### config.mk
export PLATFORM = sky130hd
export DESIGN_NAME = apb_req_sequencer_flat
export DESIGN_NICKNAME = d
export VERILOG_FILES = /design/src/rtl/apb_req_sequencer_if.sv /design/src/rtl/apb_req_sequencer.sv /design/src/flat_wrapper.sv
export SDC_FILE = /design/constraint.sdc
export NUM_CORES = 1
export LEC_CHECK = 0
export CORE_ASPECT_RATIO = 1.75
export CORE_MARGIN = 2
export CORE_UTILIZATION = 55
export CTS_BUF_LIST = sky130_fd_sc_hd__clkbuf_4 sky130_fd_sc_hd__clkbuf_8
export CTS_CLUSTER_DIAMETER = 30
export DETAILED_ROUTE_END_ITERATION = 8
export HOLD_SLACK_MARGIN = 0.1
export PLACE_DENSITY = 0.88
export SLEW_MARGIN = 10
export SYNTH_ARGS = -nofsm -noshare
export SYNTH_HDL_FRONTEND = slang
export SYNTH_SLANG_ARGS = --single-unit
### constraint.sdc
create_clock -name clk -period 3.32 [get_ports clk]
set_clock_uncertainty 0.1 [all_clocks]
set_input_delay 0.664 -clock clk [delete_from_list [all_inputs] [get_ports clk]]
set_output_delay 0.664 -clock clk [all_outputs]
set_load 0.02 [all_outputs]
### src/rtl/apb_req_sequencer_if.sv
// Bundle of the host request/response port and the apb_master command port of apb_req_sequencer.
// The sequencer connects through the slave modport; the surrounding system uses master.
interface apb_req_sequencer_if #(
  parameter int unsigned AW    = 8,
  parameter int unsigned DW    = 8,
  parameter int unsigned DEPTH = 4
);
  localparam int unsigned CntW = $clog2(DEPTH) + 1;

  logic            req_valid;
  logic            req_ready;
  logic            req_write;
  logic [AW-1:0]   req_addr;
  logic [DW-1:0]   req_wdata;
  logic            rsp_valid;
  logic            rsp_ready;
  logic [DW-1:0]   rsp_rdata;
  logic            rsp_err;
  logic            m_start;
  logic            m_write;
  logic [AW-1:0]   m_addr;
  logic [DW-1:0]   m_wdata;
  logic [DW-1:0]   m_prdata;
  logic            m_pready;
  logic            m_pslverr;
  logic            busy;
  logic [CntW-1:0] fifo_count;

  modport slave (
    input  req_valid, req_write, req_addr, req_wdata, rsp_ready, m_prdata, m_pready, m_pslverr,
    output req_ready, rsp_valid, rsp_rdata, rsp_err, m_start, m_write, m_addr, m_wdata, busy,
           fifo_count
  );

  modport master (
    output req_valid, req_write, req_addr, req_wdata, rsp_ready, m_prdata, m_pready, m_pslverr,
    input  req_ready, rsp_valid, rsp_rdata, rsp_err, m_start, m_write, m_addr, m_wdata, busy,
           fifo_count
  );
endinterface

### src/rtl/apb_req_sequencer.sv
// apb_req_sequencer: buffers host requests in a FIFO and issues them one at a time to apb_master.
// Define APB_REQ_SEQ_TIMEOUT_EN to end a WAIT with an error after TIMEOUT cycles without pready.
module apb_req_sequencer #(
  parameter int unsigned AW      = 8,
  parameter int unsigned DW      = 8,
  parameter int unsigned DEPTH   = 4,
  parameter int unsigned TIMEOUT = 16
) (
  input  logic               clk,
  input  logic               reset,
  apb_req_sequencer_if.slave bus_io
);
  localparam int unsigned PtrW = $clog2(DEPTH);
  localparam int unsigned CntW = PtrW + 1;
  localparam int unsigned EntW = 1 + AW + DW;

  typedef enum logic [1:0] {StIdle, StIssue, StWait} state_e;

  state_e          state_q, state_d;
  logic [EntW-1:0] mem_q [DEPTH];
  logic [PtrW-1:0] wr_ptr_q, rd_ptr_q;
  logic [CntW-1:0] count_q;
  logic            m_start_q, m_start_d;
  logic            m_write_q, m_write_d;
  logic [AW-1:0]   m_addr_q, m_addr_d;
  logic [DW-1:0]   m_wdata_q, m_wdata_d;
  logic            rsp_valid_q, rsp_valid_d;
  logic            rsp_err_q, rsp_err_d;
  logic [DW-1:0]   rsp_rdata_q, rsp_rdata_d;
  logic            full, empty, push, pop, slot_free;

`ifdef APB_REQ_SEQ_TIMEOUT_EN
  localparam int unsigned TmoW = $clog2(TIMEOUT + 1);
  logic [TmoW-1:0] tmo_cnt_q, tmo_cnt_d;
`endif

  if ((DEPTH < 2) || ((DEPTH & (DEPTH - 1)) != 0) || (TIMEOUT == 0)) begin : g_param_check
    $error("apb_req_sequencer: DEPTH must be a power of 2 >= 2 and TIMEOUT nonzero");
  end

  assign full      = (count_q == CntW'(DEPTH));
  assign empty     = (count_q == '0);
  assign push      = bus_io.req_valid && !full;
  // A completion may only be issued if its response has somewhere to land.
  assign slot_free = !rsp_valid_q || bus_io.rsp_ready;

  always_ff @(posedge clk) begin
    if (push) begin
      mem_q[wr_ptr_q] <= {bus_io.req_write, bus_io.req_addr, bus_io.req_wdata};
    end
  end

  always_comb begin
    state_d     = state_q;
    pop         = 1'b0;
    m_start_d   = 1'b0;
    m_write_d   = m_write_q;
    m_addr_d    = m_addr_q;
    m_wdata_d   = m_wdata_q;
    rsp_valid_d = rsp_valid_q && !bus_io.rsp_ready;
    rsp_rdata_d = rsp_rdata_q;
    rsp_err_d   = rsp_err_q;
`ifdef APB_REQ_SEQ_TIMEOUT_EN
    tmo_cnt_d   = tmo_cnt_q;
`endif
    unique case (state_q)
      StIdle: begin
        if (!empty && slot_free) begin
          pop                             = 1'b1;
          {m_write_d, m_addr_d, m_wdata_d} = mem_q[rd_ptr_q];
          m_start_d                       = 1'b1;
          state_d                         = StIssue;
        end
      end
      StIssue: begin
        state_d = StWait;
`ifdef APB_REQ_SEQ_TIMEOUT_EN
        tmo_cnt_d = '0;
`endif
      end
      StWait: begin
        if (bus_io.m_pready) begin
          rsp_valid_d = 1'b1;
          rsp_rdata_d = m_write_q ? '0 : bus_io.m_prdata;
          rsp_err_d   = bus_io.m_pslverr;
          state_d     = StIdle;
        end
`ifdef APB_REQ_SEQ_TIMEOUT_EN
        else if (tmo_cnt_q == TmoW'(TIMEOUT - 1)) begin
          rsp_valid_d = 1'b1;
          rsp_rdata_d = '0;
          rsp_err_d   = 1'b1;
          state_d     = StIdle;
        end else begin
          tmo_cnt_d = tmo_cnt_q + TmoW'(1);
        end
`endif
      end
      default: state_d = StIdle;
    endcase
  end

  always_ff @(posedge clk) begin
    if (reset) begin
      state_q     <= StIdle;
      wr_ptr_q    <= '0;
      rd_ptr_q    <= '0;
      count_q     <= '0;
      m_start_q   <= 1'b0;
      m_write_q   <= 1'b0;
      m_addr_q    <= '0;
      m_wdata_q   <= '0;
      rsp_valid_q <= 1'b0;
      rsp_rdata_q <= '0;
      rsp_err_q   <= 1'b0;
    end else begin
      state_q     <= state_d;
      if (push) wr_ptr_q <= wr_ptr_q + PtrW'(1);
      if (pop)  rd_ptr_q <= rd_ptr_q + PtrW'(1);
      count_q     <= count_q + CntW'(push) - CntW'(pop);
      m_start_q   <= m_start_d;
      m_write_q   <= m_write_d;
      m_addr_q    <= m_addr_d;
      m_wdata_q   <= m_wdata_d;
      rsp_valid_q <= rsp_valid_d;
      rsp_rdata_q <= rsp_rdata_d;
      rsp_err_q   <= rsp_err_d;
    end
  end

`ifdef APB_REQ_SEQ_TIMEOUT_EN
  always_ff @(posedge clk) begin
    if (reset) tmo_cnt_q <= '0;
    else       tmo_cnt_q <= tmo_cnt_d;
  end
`endif

  assign bus_io.req_ready  = !full;
  assign bus_io.fifo_count = count_q;
  assign bus_io.busy       = (state_q != StIdle) || !empty;
  assign bus_io.m_start    = m_start_q;
  assign bus_io.m_write    = m_write_q;
  assign bus_io.m_addr     = m_addr_q;
  assign bus_io.m_wdata    = m_wdata_q;
  assign bus_io.rsp_valid  = rsp_valid_q;
  assign bus_io.rsp_rdata  = rsp_rdata_q;
  assign bus_io.rsp_err    = rsp_err_q;
endmodule

### src/flat_wrapper.sv
// flat-port wrapper written by rule: the top's interface ports become plain ports
module apb_req_sequencer_flat 
#(
  parameter int unsigned AW      = 8,
  parameter int unsigned DW      = 8,
  parameter int unsigned DEPTH   = 4,
  parameter int unsigned TIMEOUT = 16
)
  (clk, reset, bus_io_req_valid, bus_io_req_write, bus_io_req_addr, bus_io_req_wdata, bus_io_rsp_ready, bus_io_m_prdata, bus_io_m_pready, bus_io_m_pslverr, bus_io_req_ready, bus_io_rsp_valid, bus_io_rsp_rdata, bus_io_rsp_err, bus_io_m_start, bus_io_m_write, bus_io_m_addr, bus_io_m_wdata, bus_io_busy, bus_io_fifo_count);
  apb_req_sequencer_if #(.AW(AW), .DW(DW), .DEPTH(DEPTH)) bus_io_i ();
  input  logic clk;
  input  logic reset;
  input wire logic [$bits(bus_io_i.req_valid)-1:0] bus_io_req_valid;
  input wire logic [$bits(bus_io_i.req_write)-1:0] bus_io_req_write;
  input wire logic [$bits(bus_io_i.req_addr)-1:0] bus_io_req_addr;
  input wire logic [$bits(bus_io_i.req_wdata)-1:0] bus_io_req_wdata;
  input wire logic [$bits(bus_io_i.rsp_ready)-1:0] bus_io_rsp_ready;
  input wire logic [$bits(bus_io_i.m_prdata)-1:0] bus_io_m_prdata;
  input wire logic [$bits(bus_io_i.m_pready)-1:0] bus_io_m_pready;
  input wire logic [$bits(bus_io_i.m_pslverr)-1:0] bus_io_m_pslverr;
  output wire logic [$bits(bus_io_i.req_ready)-1:0] bus_io_req_ready;
  output wire logic [$bits(bus_io_i.rsp_valid)-1:0] bus_io_rsp_valid;
  output wire logic [$bits(bus_io_i.rsp_rdata)-1:0] bus_io_rsp_rdata;
  output wire logic [$bits(bus_io_i.rsp_err)-1:0] bus_io_rsp_err;
  output wire logic [$bits(bus_io_i.m_start)-1:0] bus_io_m_start;
  output wire logic [$bits(bus_io_i.m_write)-1:0] bus_io_m_write;
  output wire logic [$bits(bus_io_i.m_addr)-1:0] bus_io_m_addr;
  output wire logic [$bits(bus_io_i.m_wdata)-1:0] bus_io_m_wdata;
  output wire logic [$bits(bus_io_i.busy)-1:0] bus_io_busy;
  output wire logic [$bits(bus_io_i.fifo_count)-1:0] bus_io_fifo_count;
  assign bus_io_i.req_valid = bus_io_req_valid;
  assign bus_io_i.req_write = bus_io_req_write;
  assign bus_io_i.req_addr = bus_io_req_addr;
  assign bus_io_i.req_wdata = bus_io_req_wdata;
  assign bus_io_i.rsp_ready = bus_io_rsp_ready;
  assign bus_io_i.m_prdata = bus_io_m_prdata;
  assign bus_io_i.m_pready = bus_io_m_pready;
  assign bus_io_i.m_pslverr = bus_io_m_pslverr;
  assign bus_io_req_ready = bus_io_i.req_ready;
  assign bus_io_rsp_valid = bus_io_i.rsp_valid;
  assign bus_io_rsp_rdata = bus_io_i.rsp_rdata;
  assign bus_io_rsp_err = bus_io_i.rsp_err;
  assign bus_io_m_start = bus_io_i.m_start;
  assign bus_io_m_write = bus_io_i.m_write;
  assign bus_io_m_addr = bus_io_i.m_addr;
  assign bus_io_m_wdata = bus_io_i.m_wdata;
  assign bus_io_busy = bus_io_i.busy;
  assign bus_io_fifo_count = bus_io_i.fifo_count;
  apb_req_sequencer #(.AW(AW), .DW(DW), .DEPTH(DEPTH), .TIMEOUT(TIMEOUT)) u_core (.clk(clk), .reset(reset), .bus_io(bus_io_i));
endmodule
### Word-level counts from Yosys, hierarchy flattened

Memory sizes are Yosys's and may differ from the RTL's. A register that Yosys moved wholly into a read port is not among the register bits.
Index checks and enable logic that the tools add are counted.

* bits in latches: 0
* memory bits (writable): 68
* input bits: 31
* memories kept: 1
* ROM bits: 0
* logic and storage cells: 43
* output and inout bits: 33
* bits in registers: 20

* order comparisons: 0
* reductions and logical operators: 15
* multipliers: 0
* equal/unequal tests: 5
* bitwise logic cells: 0
* shifts and indexed selects: 0
* multiplexer cells: 10
* div/mod/pow operators: 0
* add/subtract/negate cells: 4

Memory list
* u_core.mem_q: depth 4, width 17, read ports 1, clocked after Yosys merged registers in 1, wr ports 1, RTL line apb_req_sequencer.sv:20 `logic [EntW-1:0] mem_q [DEPTH];`

Operators by type and width (count)
* $mux W8: 1
* $mux W1: 6
* $pmux W2 S3: 1
* $reduce_and A2 Y1: 3
* $add A2 B1 Y2 const B: 2
* $logic_not A1 Y1: 4
* $mux W2: 2
* $add A3 B1 Y3: 1
* $eq A3 B3 Y1 const B: 1
* $logic_and A1 B1 Y1: 3
* $logic_not A3 Y1: 1
* $sub A3 B1 Y3: 1
* $eq A2 B1 Y1 const B: 1
* $eq A2 B2 Y1 const B: 1
* $logic_not A2 Y1: 1
* $logic_or A1 B1 Y1: 2
* $ne A2 B1 Y1 const B: 1
* $ne A2 B2 Y1 const B: 1
* $reduce_bool A2 Y1: 1

### Depth between registers and ports, before layout

Gate-level depths: netlist of run 1.

* word-level depth: 6
* mapped depth: 11
* depth with buffers taken out: 9

### Worst setup path after synthesis of run 1

No wires, ideal clock.

* path kind: input-to-reg
* from: input bus_io_rsp_ready
* to: register u_core.count_q[2] (netlist: u_core.bus_io.fifo_count[2])
* slack: 0.569 ns
* cell stages on the path: 11
* buffers on the path: 2
* required time: 3.103 ns
* library setup time: 0.117 ns
* arrival: 2.534 ns
* path through: nor2b_1 -> buf_1 -> nor3_4 -> buf_2 -> ha_1 -> inv_1 -> ha_1 -> fa_1 -> xnor2_1 -> xnor2_1 -> nor2_1

* longest elaborated chain between the ends: 5

Ends and longest elaborated chain
* start: declaration: RTL line flat_wrapper.sv:17 `input wire logic [$bits(bus_io_i.rsp_ready)-1:0] bus_io_rsp_ready;`
* $logic_or A1 B1 Y1: RTL line apb_req_sequencer.sv:45 `assign slot_free = !rsp_valid_q || bus_io.rsp_ready;`
* $logic_and A1 B1 Y1: RTL line apb_req_sequencer.sv:68 `if (!empty && slot_free) begin`
* $mux W1: RTL line apb_req_sequencer.sv:68
* $mux W1: RTL line apb_req_sequencer.sv:66 `unique case (state_q)`
* $sub A3 B1 Y3: RTL line apb_req_sequencer.sv:120 `count_q <= count_q + CntW'(push) - CntW'(pop);`
* end signal: assignment: RTL line apb_req_sequencer.sv:120
* end: declaration: RTL line apb_req_sequencer.sv:22 `logic [CntW-1:0] count_q;`

No other way between the ends.
A chain may end at the register's enable or synchronous reset.

### Worst setup path in the final report of run 1

* from: register u_core.count_q[2] (netlist: u_core.bus_io.fifo_count[2])
* to: output bus_io_req_ready

* longest elaborated chain between the ends: 2

Ends and longest elaborated chain
* $eq A3 B3 Y1: RTL line apb_req_sequencer.sv:41 `assign full = (count_q == CntW'(DEPTH));`
* $logic_not A1 Y1: RTL line apb_req_sequencer.sv:138 `assign bus_io.req_ready = !full;`
* end: declaration: RTL line flat_wrapper.sv:21 `output wire logic [$bits(bus_io_i.req_ready)-1:0] bus_io_req_ready;`

No other way between the ends.

==> results of run 1 <==
## where the power goes
| part | switching [W] | total [W] | internal [W] |
|---|---|---|---|
| Combinational | 0.000643 | 0.00128 | 0.000641 |
| Sequential | 0.000162 | 0.00178 | 0.00162 |
| Clock | 0.000390 | 0.000895 | 0.000505 |
| Total | 0.00120 | 0.00396 | 0.00277 |
## worst min-delay path: stages, from the launching register on
cell     delay, ns
dfxtp_1       0.32
nand2_1       0.05
a21oi_1       0.05
## kinds of logic after synthesis
kind of cell | Yosys count | synth area share (%)
AO/OA/AOI/OAI | 32 | 5.63
XOR/XNOR | 2 | 0.435
adder cells (fa/ha/maj) | 7 | 2.36
buffers and inverters | 21 | 2.33
flip-flops | 105 | 69.2
multiplexers | 19 | 10.0
AND/OR/NAND/NOR | 64 | 10.0
## metrics by stage
| step | util (%) | worst slack, ns | std cells |
|---|---|---|---|
| after floorplan | - | 0.569 | 250 |
| final | 70.1 | 0.567 | 410 |
| after global placement | 66.7 | 0.481 | 394 |
| after global routing | 70.1 | 0.452 | 410 |
| after detailed placement | 66.7 | 0.397 | 394 |
| after CTS | 70.1 | 0.556 | 410 |
## metal layers
layer | vias up | global-route usage (%) | share of wire [%]
met2 | 59 | 36.0 | 56
met4 | 0 | 7.87 | 1.5
met3 | 8 | 4.88 | 4.7
met1 | 1146 | 22.4 | 38
met5 | - | 0 | 0
li1 | 1084 | - | -
## cell type report
type,instances,share of cell area (%)
clock inverter,6,2.13
multi-input combinational,124,23.0
inverter,8,0.601
tap,86,2.15
sequential,105,55.7
timing repair buffer,71,13.8
clock buffer,10,2.63
## layout by cell type, fill, tap and decap left out, types with 3 or more instances in the layout
master	synthesis	routed
nand2_1	11	11
dfxtp_1	37	37
inv_1	8	8
nor2_1	8	8
nor2b_1	4	4
nand2b_1	17	17
a21oi_1	12	12
clkdlybuf4s50_1	0	63
nand3b_1	9	9
edfxtp_1	68	68
mux4_2	17	17
o2bb2ai_1	17	17
buf_4	0	8
ha_1	6	6
bufinv_16	0	3
clkbuf_8	0	9
and3_1	4	4
## flip-flops by register name (all words and copies together) (netlist names)
name                      count
u_core.bus_io.m_addr          8
u_core.wr_ptr_q               2
u_core.bus_io.fifo_count      3
u_core.bus_io.rsp_err         1
u_core.bus_io.m_wdata         8
u_core.bus_io.m_start         1
u_core.bus_io.m_write         1
u_core.bus_io.rsp_rdata       8
u_core.state_q                2
u_core.bus_io.rsp_valid       1
u_core.mem_q                 68
u_core.rd_ptr_q               2
## final timing paths
path | endpoint | slack [ns]
max reg2reg | u_core.bus_io.fifo_count[2] | 0.90
min reg2reg | u_core.bus_io.rsp_rdata[7] | 0.36
max | bus_io_req_ready | 0.57
min | u_core.bus_io.rsp_rdata[7] | 0.36
==> run metrics, run 1 <==
GRT Resource Usage Total 20.1%; vias 2,297; kind of critical path register to output pin; wire per inst 17.7 um; CP Depth 3; pin count of the biggest net entering global routing 38; hold depth 2; max-cap check violation count 0; Worst Path Arrival 1.99 ns; Yosys top cell area share 50.7%; post-DP HPWL 4.76 mm; CTS tree yes; worst hold path startpoint u_core.bus_io.rsp_rdata[7]; Initial Utilization 56.4%; Placed Area 0.00476 mm^2; H-tree Lvls 3; Filler Cells Inserted 489; cell count after synthesis 250; Req. time, crit path 2.56 ns; FFs w/ async S/R, synth 0%; Mapped Area 0.00402 mm^2; most frequent cells after synthesis edfxtp_1 (68), dfxtp_1 (37), mux4_2 (17), nand2b_1 (17), o2bb2ai_1 (17); Initial DRT Pass Iterations 4; outcome finished clean; HP Class register to register; Pwr Density 793 mW/mm^2; Post-Synthesis Mean Instance Area 16.1 um^2; total wire length 7.27 mm; CTS hold repair buffers 0; Primary FF master, synth edfxtp_1; die area 0.00804 mm^2; die height 117 um; CTS Buf Count 9; first-pass GRT wire length 11.3 mm; post-route cell area 0.00500 mm^2; Worst Tran Pin Value 1.04 ns; chip width 68.7 um; worst IR drop on VDD 0.406 mV; worst hold slack 0.355 ns; I/O Buffers 63; slowest cell on the critical path clkdlybuf4s50_1; RSZ-0062 raised after global routing no; top-count cell post-synth edfxtp_1; Reg2Reg Depth 9; crit path buf inv count 2; static leakage 1.66 nW; row count 41; Setup-failing EPs final 0; GPL Wtd Cong 0.784; r2r startpoint u_core.state_q[1]; Synth area leaders edfxtp_1 (51%), dfxtp_1 (18%), mux4_2 (9.5%); Final Hold Viols 0; layout cells sized above 1 13.3%; CP startpoint u_core.bus_io.fifo_count[2]; Crit path largest cell delay 0.58 ns; critical path's top delay family buffers and inverters; Slew Viols, Final 0; CTS resizes 0; syn_nets 288; Synth warnings 0; Worst-Skew Late Latency 0.35 ns; drt first-iter violations 125; Nets 357; antenna fix cells 0; io pins 64; CP Max Fanout 7; number of flops mapped to enable cells by yosys 68; period utilization 82.9%; Setup Fix Bufs, Post-CTS 0; total grt overflow 0; Slew HR 30.0%; Synth cell types 32; sequential area share after synthesis 69.2%; Layout Area Growth over Synthesis 24.2%; Power Total 0.00396 W; final setup TNS 0 ns; CTS root buffer clkbuf_8; vias in the first global route 2,322; vias per inst 5.60; initial antenna violation count 0; area of the multi-input gates 0.00115 mm^2; area leader, netlist edfxtp_1; CP startpoint kind register; fmax 363 MHz; Clock transition at path regs 0.09 ns; Reg area 0.00278 mm^2; Clock Sinks 105; CTS Buffer Depth 2; min Tclk post-route 2.75 ns; DRC viols 0; Detail Route Antenna Nets 0; crit-path cells nor3b_1 > inv_1 > clkdlybuf4s50_1; Core ar. 0.00713 mm^2; post-synthesis register bit count 105; Setup crit end kind output pin
No activity file was read; power rests on OpenSTA's default activity.
==> run 2, diff against run 1 <==
- clock period: 3.32 -> 2.8 ns (I/O delays scaled with it)
==> run metrics, run 2 (synthesized netlist as in run 1, its figures left out) <==
die area 0.00804 mm^2 (unchanged); chip width 68.7 um (unchanged); most frequent cells in the layout edfxtp_1 (68), clkdlybuf4s50_1 (63), dfxtp_1 (37) (unchanged); most common cell after layout, fill and taps aside edfxtp_1 (unchanged); total wire length 7.10 mm (was 7.27 mm); fin util 69.6% (was 70.1%); vias in the first global route 2,272 (was 2,322); CTS root buffer clkbuf_8 (unchanged); outcome finished clean (unchanged); Req. time, crit path 2.14 ns (was 2.56 ns); Top reg by flops u_core.mem_q (unchanged); CP startpoint kind register (unchanged); Detail Route Antenna Nets 0 (unchanged); Pwr Density 902 mW/mm^2 (was 793 mW/mm^2); Clock Sinks 105 (unchanged); layout cells sized above 1 13.5% (was 13.3%); max-cap check violation count 0 (unchanged); Slew Viols, Final 0 (unchanged); wire length on met1 2.74 mm (was 2.75 mm); Nets 358 (was 357); initial antenna violation count 0 (unchanged); GRT Resource Usage Total 20.1% (about the same); Final Hold Viols 0 (unchanged); CTS hold repair buffers 0 (unchanged); Setup crit end kind output pin (unchanged); Setup Fix Bufs, Post-CTS 0 (unchanged); GPL Wtd Cong 0.807 (was 0.784); CTS tree yes (unchanged); Reg2Reg Depth 9 (unchanged); CTS Buffer Depth 2 (unchanged); static leakage 1.64 nW (was 1.66 nW); r2r startpoint u_core.bus_io.fifo_count[1] (was u_core.state_q[1]); H-tree Lvls 3 (unchanged); Clock transition at path regs 0.09 ns (about the same); HP Class register to register (unchanged); met3 WL 397 um (was 344 um); pin count of the biggest net entering global routing 29 (was 38); drt first-iter violations 101 (was 125); CTS Buf Count 9 (unchanged); post-route cell area 0.00496 mm^2 (was 0.00500 mm^2); total grt overflow 0 (unchanged); Post-Layout Cell Count 411 (was 410); I/O Buffers 63 (unchanged); post-DP HPWL 4.71 mm (was 4.76 mm); Placed Area 0.00478 mm^2 (was 0.00476 mm^2); CTS resizes 0 (unchanged); final setup TNS 0 ns (unchanged); Slew HR 41.7% (was 30.0%); vias per inst 5.49 (was 5.60); Layout Area Growth over Synthesis 23.3% (was 24.2%); worst IR drop on VDD 0.746 mV (was 0.406 mV); wire per inst 17.3 um (was 17.7 um); DR top layer met4 (unchanged); Initial DRT Pass Iterations 4 (unchanged); CP Max Fanout 7 (unchanged); Routed met2 length 3.80 mm (was 4.06 mm); vias 2,258 (was 2,297); CP startpoint u_core.bus_io.fifo_count[2] (unchanged); antenna fix cells 0 (unchanged); FF-to-FF setup slack 0.46 ns (was 0.90 ns); RSZ-0062 raised after global routing no (unchanged); Core ar. 0.00713 mm^2 (unchanged); worst hold path startpoint u_core.bus_io.rsp_rdata[7] (unchanged); Largest register FFs 68 (unchanged); fmax 377 MHz; Placed Instances 395 (was 394); DRC viols 0 (unchanged); period utilization 94.8%; Hold EP u_core.bus_io.rsp_rdata[7] (unchanged); die height 117 um (unchanged); first-pass GRT wire length 11.2 mm (was 11.3 mm); min Tclk post-route 2.65 ns; Worst Path Arrival 1.99 ns (about the same); Reg-to-Reg End u_core.bus_io.fifo_count[2] (unchanged); row count 41 (unchanged); hold depth 2 (unchanged); Worst Tran Pin Value 0.873 ns (was 1.04 ns); Initial Utilization 56.4% (unchanged); io pins 64 (unchanged); kind of critical path register to output pin (unchanged); Worst-Skew Late Latency 0.37 ns (was 0.35 ns); Setup-failing EPs final 0 (unchanged)
==> run 2: worst max path at each step <==
| stage | endpoint | slack [ns] | cells past startpoint |
|---|---|---|---|
| floorplan | u_core.bus_io.fifo_count[2] | 0.15 | 11 |
| global placement | u_core.bus_io.fifo_count[2] | 0.05 | 10 |
| detailed placement | u_core.bus_io.fifo_count[2] | 0.03 | 10 |
| CTS | bus_io_req_ready | 0.13 | 3 |
| global route | bus_io_req_ready | 0.04 | 3 |
| finish | bus_io_req_ready | 0.15 | 3 |
==> run 2: layer usage <==
layer / GRT usage (%) / vias up
li1: - / 1081
met1: 24.3 / 1094
met2: 32.7 / 72
met3: 4.97 / 11
met4: 10.4 / 0
met5: 0 / -
==> run 2: critical path, cell delays in order, from the launching register on <==
cell and delay, ns:
dfxtp_1 0.44, nor3b_1 0.39, inv_1 0.21, clkdlybuf4s50_1 0.59
==> run 2: stage by stage <==
step                      setup slack (ns)  hold WS, ns  total power, W
after floorplan                      0.153        0.384         0.00308
after global placement              0.0542        0.339         0.00364
after detailed placement            0.0330        0.343         0.00369
after CTS                            0.128        0.356         0.00453
after global routing                0.0362        0.378         0.00474
final                                0.146        0.354         0.00447
==> run 2: cell type report <==
cell class              instances  area (um^2)
clock inverters                 5         30.0
well taps                      86          108
fillers                       493         2170
multi-input cells             124         1150
inverters                       8         30.0
flip-flops and latches        105         2780
clock buffers                  11          151
repair buffers                 72          711
==> run 2: power by group <==
group | leakage, nW | internal [W] | switching [W]
sequential | 0.926 | 0.00192 | 0.000182
combinational | 0.627 | 0.000770 | 0.000757
clock | 0.0827 | 0.000365 | 0.000477
==> run 3, diff against run 2 <==
- SLEW_MARGIN: 10 -> 30
==> results of run 3 <==
No change in the layout: final DEF, timing and power equal those of run 2.
